==> src/rtl/strb_mem_pkg.sv <==
`default_nettype none
// ============================================================================
// Module      : strb_mem_pkg
// Description : Shared constants and helpers for the byte-strobed memory:
//               byte-lane / offset derivation and access legality check.
// Revision    : 1.0 - initial release
// ============================================================================
package strb_mem_pkg;

  // Constants for the default 32-bit word configuration.
  localparam int DEF_DATA_WIDTH = 32;
  localparam int STRB_WIDTH     = DEF_DATA_WIDTH / 8;
  localparam int OFFSET_BITS    = $clog2(STRB_WIDTH);

  // Number of byte lanes in a word of the given width.
  function automatic int calc_strb_width(input int dw);
    return dw / 8;
  endfunction

  // Number of low byte-address bits that select a byte within a word.
  function automatic int calc_offset_bits(input int dw);
    return $clog2(dw / 8);
  endfunction

  // An access is legal when word-aligned and its word index is below depth.
  function automatic logic addr_ok(input logic [63:0] addr,
                                   input int          offset_bits,
                                   input int          depth);
    logic [63:0] mask;
    mask = (64'd1 << offset_bits) - 64'd1;
    return ((addr & mask) == 64'd0) && ((addr >> offset_bits) < 64'(depth));
  endfunction

endpackage : strb_mem_pkg
`default_nettype wire

==> src/rtl/strb_merge.sv <==
`default_nettype none
// ============================================================================
// Module      : strb_merge
// Description : Byte-lane merge; each byte of the result comes from the new
//               word where its strobe bit is set, else from the old word.
// Revision    : 1.0 - initial release
// ============================================================================
module strb_merge #(
  parameter int DATA_WIDTH = 32
) (
  input  logic [DATA_WIDTH-1:0]   i_old,
  input  logic [DATA_WIDTH-1:0]   i_new,
  input  logic [DATA_WIDTH/8-1:0] i_strb,
  output logic [DATA_WIDTH-1:0]   o_merged
);

  for (genvar g = 0; g < DATA_WIDTH / 8; g++) begin : g_lane
    assign o_merged[8*g +: 8] = i_strb[g] ? i_new[8*g +: 8] : i_old[8*g +: 8];
  end

endmodule : strb_merge
`default_nettype wire

==> src/rtl/strb_mem.sv <==
`default_nettype none
// ============================================================================
// Module      : strb_mem
// Description : Register-based word memory with byte-strobed writes, a 1- or
//               2-stage read pipeline, alignment/range error reporting and a
//               configurable same-word read/write collision policy.
// Revision    : 1.0 - initial release
// ============================================================================
module strb_mem
  import strb_mem_pkg::*;
#(
  parameter int DATA_WIDTH   = 32,
  parameter int ADDR_WIDTH   = 8,
  parameter int DEPTH        = 32,
  parameter int READ_LATENCY = 1,
  parameter int WRITE_FIRST  = 1
) (
  input  logic                    clk,
  input  logic                    reset,
  input  logic                    WEN,
  input  logic [ADDR_WIDTH-1:0]   AWADDR,
  input  logic [DATA_WIDTH/8-1:0] WSTRB,
  input  logic [DATA_WIDTH-1:0]   WDATA,
  output logic                    WERR,
  input  logic                    REN,
  input  logic [ADDR_WIDTH-1:0]   ARADDR,
  output logic [DATA_WIDTH-1:0]   RDATA,
  output logic                    RVALID,
  output logic                    RERR
);

  localparam int c_STRB_W   = calc_strb_width(DATA_WIDTH);
  localparam int c_OFF_BITS = calc_offset_bits(DATA_WIDTH);
  localparam int c_IDX_W    = (DEPTH > 1) ? $clog2(DEPTH) : 1;

  // Parameter legality; the lane count must be a power of two so that the
  // address shift by the offset width lands exactly on word boundaries.
  if ((DATA_WIDTH < 8) || (DATA_WIDTH > 128) || ((DATA_WIDTH % 8) != 0) ||
      ((c_STRB_W & (c_STRB_W - 1)) != 0)) begin : g_bad_data_width
    $error("strb_mem: DATA_WIDTH must be 8, 16, 32, 64 or 128");
  end
  if ((ADDR_WIDTH < 1) || (ADDR_WIDTH > 62)) begin : g_bad_addr_width
    $error("strb_mem: ADDR_WIDTH must be in 1..62");
  end
  if ((DEPTH < 1) ||
      ((64'(DEPTH) * 64'(c_STRB_W)) > (64'd1 << ADDR_WIDTH))) begin : g_bad_depth
    $error("strb_mem: DEPTH*DATA_WIDTH/8 must fit in the byte address space");
  end
  if ((READ_LATENCY != 1) && (READ_LATENCY != 2)) begin : g_bad_latency
    $error("strb_mem: READ_LATENCY must be 1 or 2");
  end
  if ((WRITE_FIRST != 0) && (WRITE_FIRST != 1)) begin : g_bad_write_first
    $error("strb_mem: WRITE_FIRST must be 0 or 1");
  end

  logic [DATA_WIDTH-1:0] r_mem [DEPTH];

  logic                  w_wr_legal;
  logic                  w_wr_ok;
  logic [c_IDX_W-1:0]    w_widx;
  logic [DATA_WIDTH-1:0] w_wr_merged;

  logic                  w_rd_legal;
  logic                  w_rd_ok;
  logic [c_IDX_W-1:0]    w_ridx;
  logic [DATA_WIDTH-1:0] w_rd_old;
  logic [DATA_WIDTH-1:0] w_rd_bypass;
  logic                  w_collide;
  logic [DATA_WIDTH-1:0] w_rd_word;

  logic                  r_werr;
  logic                  r_s1_valid;
  logic                  r_s1_err;
  logic [DATA_WIDTH-1:0] r_s1_data;

  // Address decode for both ports.
  assign w_wr_legal = addr_ok(64'(AWADDR), c_OFF_BITS, DEPTH);
  assign w_rd_legal = addr_ok(64'(ARADDR), c_OFF_BITS, DEPTH);
  assign w_widx     = c_IDX_W'(AWADDR >> c_OFF_BITS);
  assign w_ridx     = c_IDX_W'(ARADDR >> c_OFF_BITS);
  assign w_wr_ok    = WEN && w_wr_legal;
  assign w_rd_ok    = REN && w_rd_legal;

  strb_merge #(
    .DATA_WIDTH (DATA_WIDTH)
  ) u_wr_merge (
    .i_old    (r_mem[w_widx]),
    .i_new    (WDATA),
    .i_strb   (WSTRB),
    .o_merged (w_wr_merged)
  );

  // Collision bypass: the word being read, as it will look after this write.
  assign w_rd_old = r_mem[w_ridx];

  strb_merge #(
    .DATA_WIDTH (DATA_WIDTH)
  ) u_rd_bypass (
    .i_old    (w_rd_old),
    .i_new    (WDATA),
    .i_strb   (WSTRB),
    .o_merged (w_rd_bypass)
  );

  assign w_collide = w_wr_ok && w_rd_ok && (w_widx == w_ridx);

  // Word captured at the read sampling edge; erroneous reads return zero.
  always_comb begin
    w_rd_word = '0;
    if (w_rd_ok) begin
      w_rd_word = (w_collide && (WRITE_FIRST == 1)) ? w_rd_bypass : w_rd_old;
    end
  end

  // Storage: cleared on reset, otherwise strobe-merged on a legal write.
  always_ff @(posedge clk) begin
    if (reset) begin
      for (int i = 0; i < DEPTH; i++) begin
        r_mem[i] <= '0;
      end
    end else if (w_wr_ok) begin
      r_mem[w_widx] <= w_wr_merged;
    end
  end

  // Write error pulse for misaligned or out-of-range write requests.
  always_ff @(posedge clk) begin
    if (reset) begin
      r_werr <= 1'b0;
    end else begin
      r_werr <= WEN && !w_wr_legal;
    end
  end

  // First read stage: data and status sampled alongside the request.
  always_ff @(posedge clk) begin
    if (reset) begin
      r_s1_valid <= 1'b0;
      r_s1_err   <= 1'b0;
      r_s1_data  <= '0;
    end else begin
      r_s1_valid <= REN;
      r_s1_err   <= REN && !w_rd_legal;
      r_s1_data  <= w_rd_word;
    end
  end

  if (READ_LATENCY == 2) begin : g_lat2
    logic                  r_s2_valid;
    logic                  r_s2_err;
    logic [DATA_WIDTH-1:0] r_s2_data;

    // Second read stage: holds the already-sampled word, immune to writes.
    always_ff @(posedge clk) begin
      if (reset) begin
        r_s2_valid <= 1'b0;
        r_s2_err   <= 1'b0;
        r_s2_data  <= '0;
      end else begin
        r_s2_valid <= r_s1_valid;
        r_s2_err   <= r_s1_err;
        r_s2_data  <= r_s1_data;
      end
    end

    assign RVALID = r_s2_valid;
    assign RERR   = r_s2_err;
    assign RDATA  = r_s2_data;
  end else begin : g_lat1
    assign RVALID = r_s1_valid;
    assign RERR   = r_s1_err;
    assign RDATA  = r_s1_data;
  end

  assign WERR = r_werr;

endmodule : strb_mem
`default_nettype wire

==> config.mk <==
export PLATFORM = sky130hd
export DESIGN_NAME = strb_mem
export DESIGN_NICKNAME = d
export VERILOG_FILES = /design/src/rtl/strb_mem_pkg.sv /design/src/rtl/strb_merge.sv /design/src/rtl/strb_mem.sv
export SDC_FILE = /design/constraint.sdc
export NUM_CORES = 2
export LEC_CHECK = 0
export BUFFER_PORTS_ARGS = -buffer_cell sky130_fd_sc_hd__buf_4
export CORE_MARGIN = 2
export CORE_UTILIZATION = 45
export CTS_CLUSTER_DIAMETER = 50
export DETAILED_ROUTE_END_ITERATION = 10
export PLACE_DENSITY_LB_ADDON = 0.3
export SETUP_SLACK_MARGIN = 0.5
export SYNTH_ARGS = -nofsm -noshare
export SYNTH_HDL_FRONTEND = slang
export SYNTH_SLANG_ARGS = --single-unit
==> constraint.sdc <==
create_clock -name clk -period 2.8 [get_ports clk]
set_input_delay 0.56 -clock clk [delete_from_list [all_inputs] [get_ports clk]]
set_output_delay 0.56 -clock clk [all_outputs]
set_load 0.01 [all_outputs]
==> run_results.csv <==
group,metric,value,unit
clock_network,worstSkewPairLatency,0.71,ns
floorplanning,fp.dieW,334.2,um
clock_network,root_buffer,"clkbuf_16",
clock_network,clk_path_buf_depth,3,
timing,timing.final.crit_share,0.7550,
critical_path,worst_ep_required_time,3.37,ns
logic_synthesis,synth_nets,3509,
clock_network,cts-buffers-inserted,115,
floorplanning,rows,121,
logic_synthesis,synth-compound-area-share,0.04074,
critical_path,reg2reg_from,"r_mem[29][10]$_SDFFCE_PN0P_",
critical_path,cp-end-kind,"flop",
timing,slew_violations,0,
timing,rsz0062_at_grt,"no",
route,drc,0,
finish,regArea,31450,sq um
route,wl_per_cell,26.38,um
critical_path,crit_start,"ARADDR[2]",
timing,tightestPinTransition,0.8885,ns
floorplanning,core_area,108600,sq um
clock_network,cts_hold_buf,0,
floorplanning,die_area,111700,sq um
global_route,grtUsageTotal,0.2465,
route,viasPerCell,5.824,
placement,dp_hpwl,93.05,mm
floorplanning,die_h,334.2,um
clock_network,cts_setup_buffers,0,
timing,hold_violations,0,
route,drt_iter0_drc,3495,
power,p_leak,20.55,nW
logic_synthesis,ys_types,52,
logic_synthesis,yosys.area_share.simple,0.1700,
route,wl_met2,64.98,mm
critical_path,r2r_cells,5,
logic_synthesis,ys_ff_latch,1059,
clock_network,cts.repair.resized,0,
logic_synthesis,avgSynthCellArea,14.21,sq um
finish,syn_to_final_growth,16.27,%
timing,finalSetupViolCount,0,
logic_synthesis,yosys_warnings,0,
placement,dpl_cell_area,53070,sq um
critical_path,r2r_end,"RDATA[10]$_SDFF_PP0_",
logic_synthesis,synth_seq_area_share,0.6409,
critical_path,crit_path_end,"RDATA[7]$_SDFF_PP0_",
placement,dp_slack,-0.02226,ns
finish,fin_area,57060,sq um
logic_synthesis,synth_xor_xnor_area_share,0.0008924,
run_status,status,"complete, no violations",
floorplanning,start_util,0.4521,
timing,skew,0.03411,ns
logic_synthesis,synthAdderAreaFrac,0,
global_route,grt_pass1_vias,29930,
route,drt-met1-wl,58.40,mm
logic_synthesis,async_reset_ff_frac,0,
critical_path,startpoint_type,"input pin",
min_path,hold_class,"input pin to flop",
global_route,grt_pass1_wl,202.7,mm
logic_synthesis,synth_edf_count,1024,
route,top_layer,"met5",
power,ir_worst_vdd,0.4580,mV
timing,fin_crit,2.114,ns
floorplanning,ioPinCount,91,
finish,fin_nets,3795,
critical_path,worstPathArrival,2.68,ns
min_path,holdPathStages,2,
timing,fin_ws,0.6861,ns
placement,numPortBuffers,90,
route,met3_length,11.75,mm
finish,drive_gt1_frac,0.2374,
logic_synthesis,netlist_area,49070,sq um
global_route,grt_antenna_before_repair,5,
route,drt_first_pass_iters,7,
route,drt-total-wl,138.7,mm
route,postRouteAntennaNets,0,
finish,multi_input_area,16220,sq um
critical_path,r2r_slack,0.84,ns
placement,gp_congestion,0.8854,
critical_path,critical_path.max_fanout,19,
logic_synthesis,synth-main-ff-cell,"edfxtp_1",
route,vias,30620,
global_route,overflow,0,
timing,max_freq,0.4731,GHz
finish,fillers,8869,
clock_network,cts.htree.levels,3,
global_route,grt_max_degree,129,
clock_network,cts_tree,"built",
logic_synthesis,synth_top_family_by_area,"simple AND/OR/NAND/NOR gates",
clock_network,clock-sinks,1059,
run,drv_cap,0,
power,p_per_area,647.1,nW/um^2
critical_path,worst-setup-path-type,"input pin to flop",
clock_network,path_clk_slew,0.06,ns
logic_synthesis,synthMuxAreaShare,0.1181,
logic_synthesis,syn-instance-count,3453,
timing,max-slew-margin-rel,0.4064,
-- final cells by class --
class	count	area share
Antenna cell	1	0.00004386
Clock buffer	144	0.05506
Clock inverter	76	0.01476
Inverter	12	0.0008113
Multi-Input combinational cell	2119	0.2843
Sequential cell	1059	0.5512
Tap cell	1414	0.03101
Timing Repair Buffer	432	0.06278
-- critical path: stages --
cell      delay [ns]
buf_8           0.15
buf_12          0.24
buf_4           0.24
mux4_2          0.57
a22o_1          0.26
a211oi_1        0.39
buf_4           0.18
a21oi_1         0.06
-- sequential cells by signal, indices dropped and copies added, names as in the netlist --
| signal | flops |
|---|---|
| RVALID | 1 |
| r_mem | 1024 |
| WERR | 1 |
| RDATA | 32 |
| RERR | 1 |
-- metal layers --
metal  GRT usage  vias to the layer above
li1            -                    13420
met1      0.3516                    15560
met2      0.3926                     1415
met3     0.04146                      219
met4     0.06594                        8
met5           0                        -
-- layout by cell type, fill, tap and decap left out, types with 18 or more instances in the layout --
cell	instances
buf_12	26
buf_4	404
nand3_1	27
clkbuf_1	18
clkbuf_16	119
mux2i_1	220
mux4_2	137
nor3_1	175
clkinv_2	19
and2_1	867
mux4_1	19
edfxtp_1	1024
a21oi_1	33
nand2_1	87
dfxtp_1	35
o21ai_0	48
or2_2	128
a221oi_1	92
a22oi_1	31
nor2_1	150
-- power by group --
part | leakage [nW] | switching [mW] | internal [mW]
clock | 1.93 | 6.58 | 9.24
combinational | 8.62 | 1.69 | 1.02
sequential | 10.0 | 0.291 | 18.1
-- metrics by stage --
stage | hold slack [ns] | utilization | instances | TNS [ns] | power, mW
after detailed placement | 0.8125 | 0.4889 | 5036 | -0.02226 | 21.40
after global placement | 0.8080 | 0.4889 | 5036 | -0.01290 | 21.37
after global routing | 0.1006 | 0.5256 | 5256 | 0 | 37.83
final | 0.09909 | 0.5256 | 5257 | 0 | 36.92
after floorplan | 0.6575 | - | 3453 | 0 | 20.22
after CTS | 0.07245 | 0.5256 | 5256 | 0 | 37.05
-- synthesized netlist by cell type (all sizes together) (3+ instances only) --
cell	instances	area [sq um]
a221oi	95	850.8
xnor2	5	43.79
o211ai	17	127.6
nor3	176	885.9
nand3	27	135.1
a221o	12	120.1
a22oi	31	232.7
o31ai	3	22.52
nor4	4	52.55
clkbuf	190	716.9
and2	868	5430
o21ai	63	315.3
mux2i	220	2202
a211oi	10	90.09
dfxtp	35	700.7
nand2b	3	18.77
nor3b	3	22.52
buf	73	680.7
mux4	156	3585
a31oi	5	31.28
nor2	151	566.8
edfxtp	1024	30750
nor2b	6	37.54
nand2	90	337.8
nand4	4	31.28
a21oi	35	182.7
inv	11	41.29
or2	128	800.8
-- worst min path at each step --
stage,start,endpoint
6_report,reset,RVALID$_SDFF_PP0_
5_1_grt,reset,RVALID$_SDFF_PP0_
4_1_cts,reset,RVALID$_SDFF_PP0_
3_5_place_dp,reset,RVALID$_SDFF_PP0_
3_3_place_gp,reset,RVALID$_SDFF_PP0_
2_1_floorplan,reset,RVALID$_SDFF_PP0_
-- kinds of logic (layout without fill, tap and decap cells) --
family,after synthesis,after routing
other cells,0,1
flops,1059,1059
xor+xnor,5,5
compound gates,274,274
simple gates,1463,1463
buf+inv,275,664
mux,377,377
No activity file was read; power rests on OpenSTA's default activity.
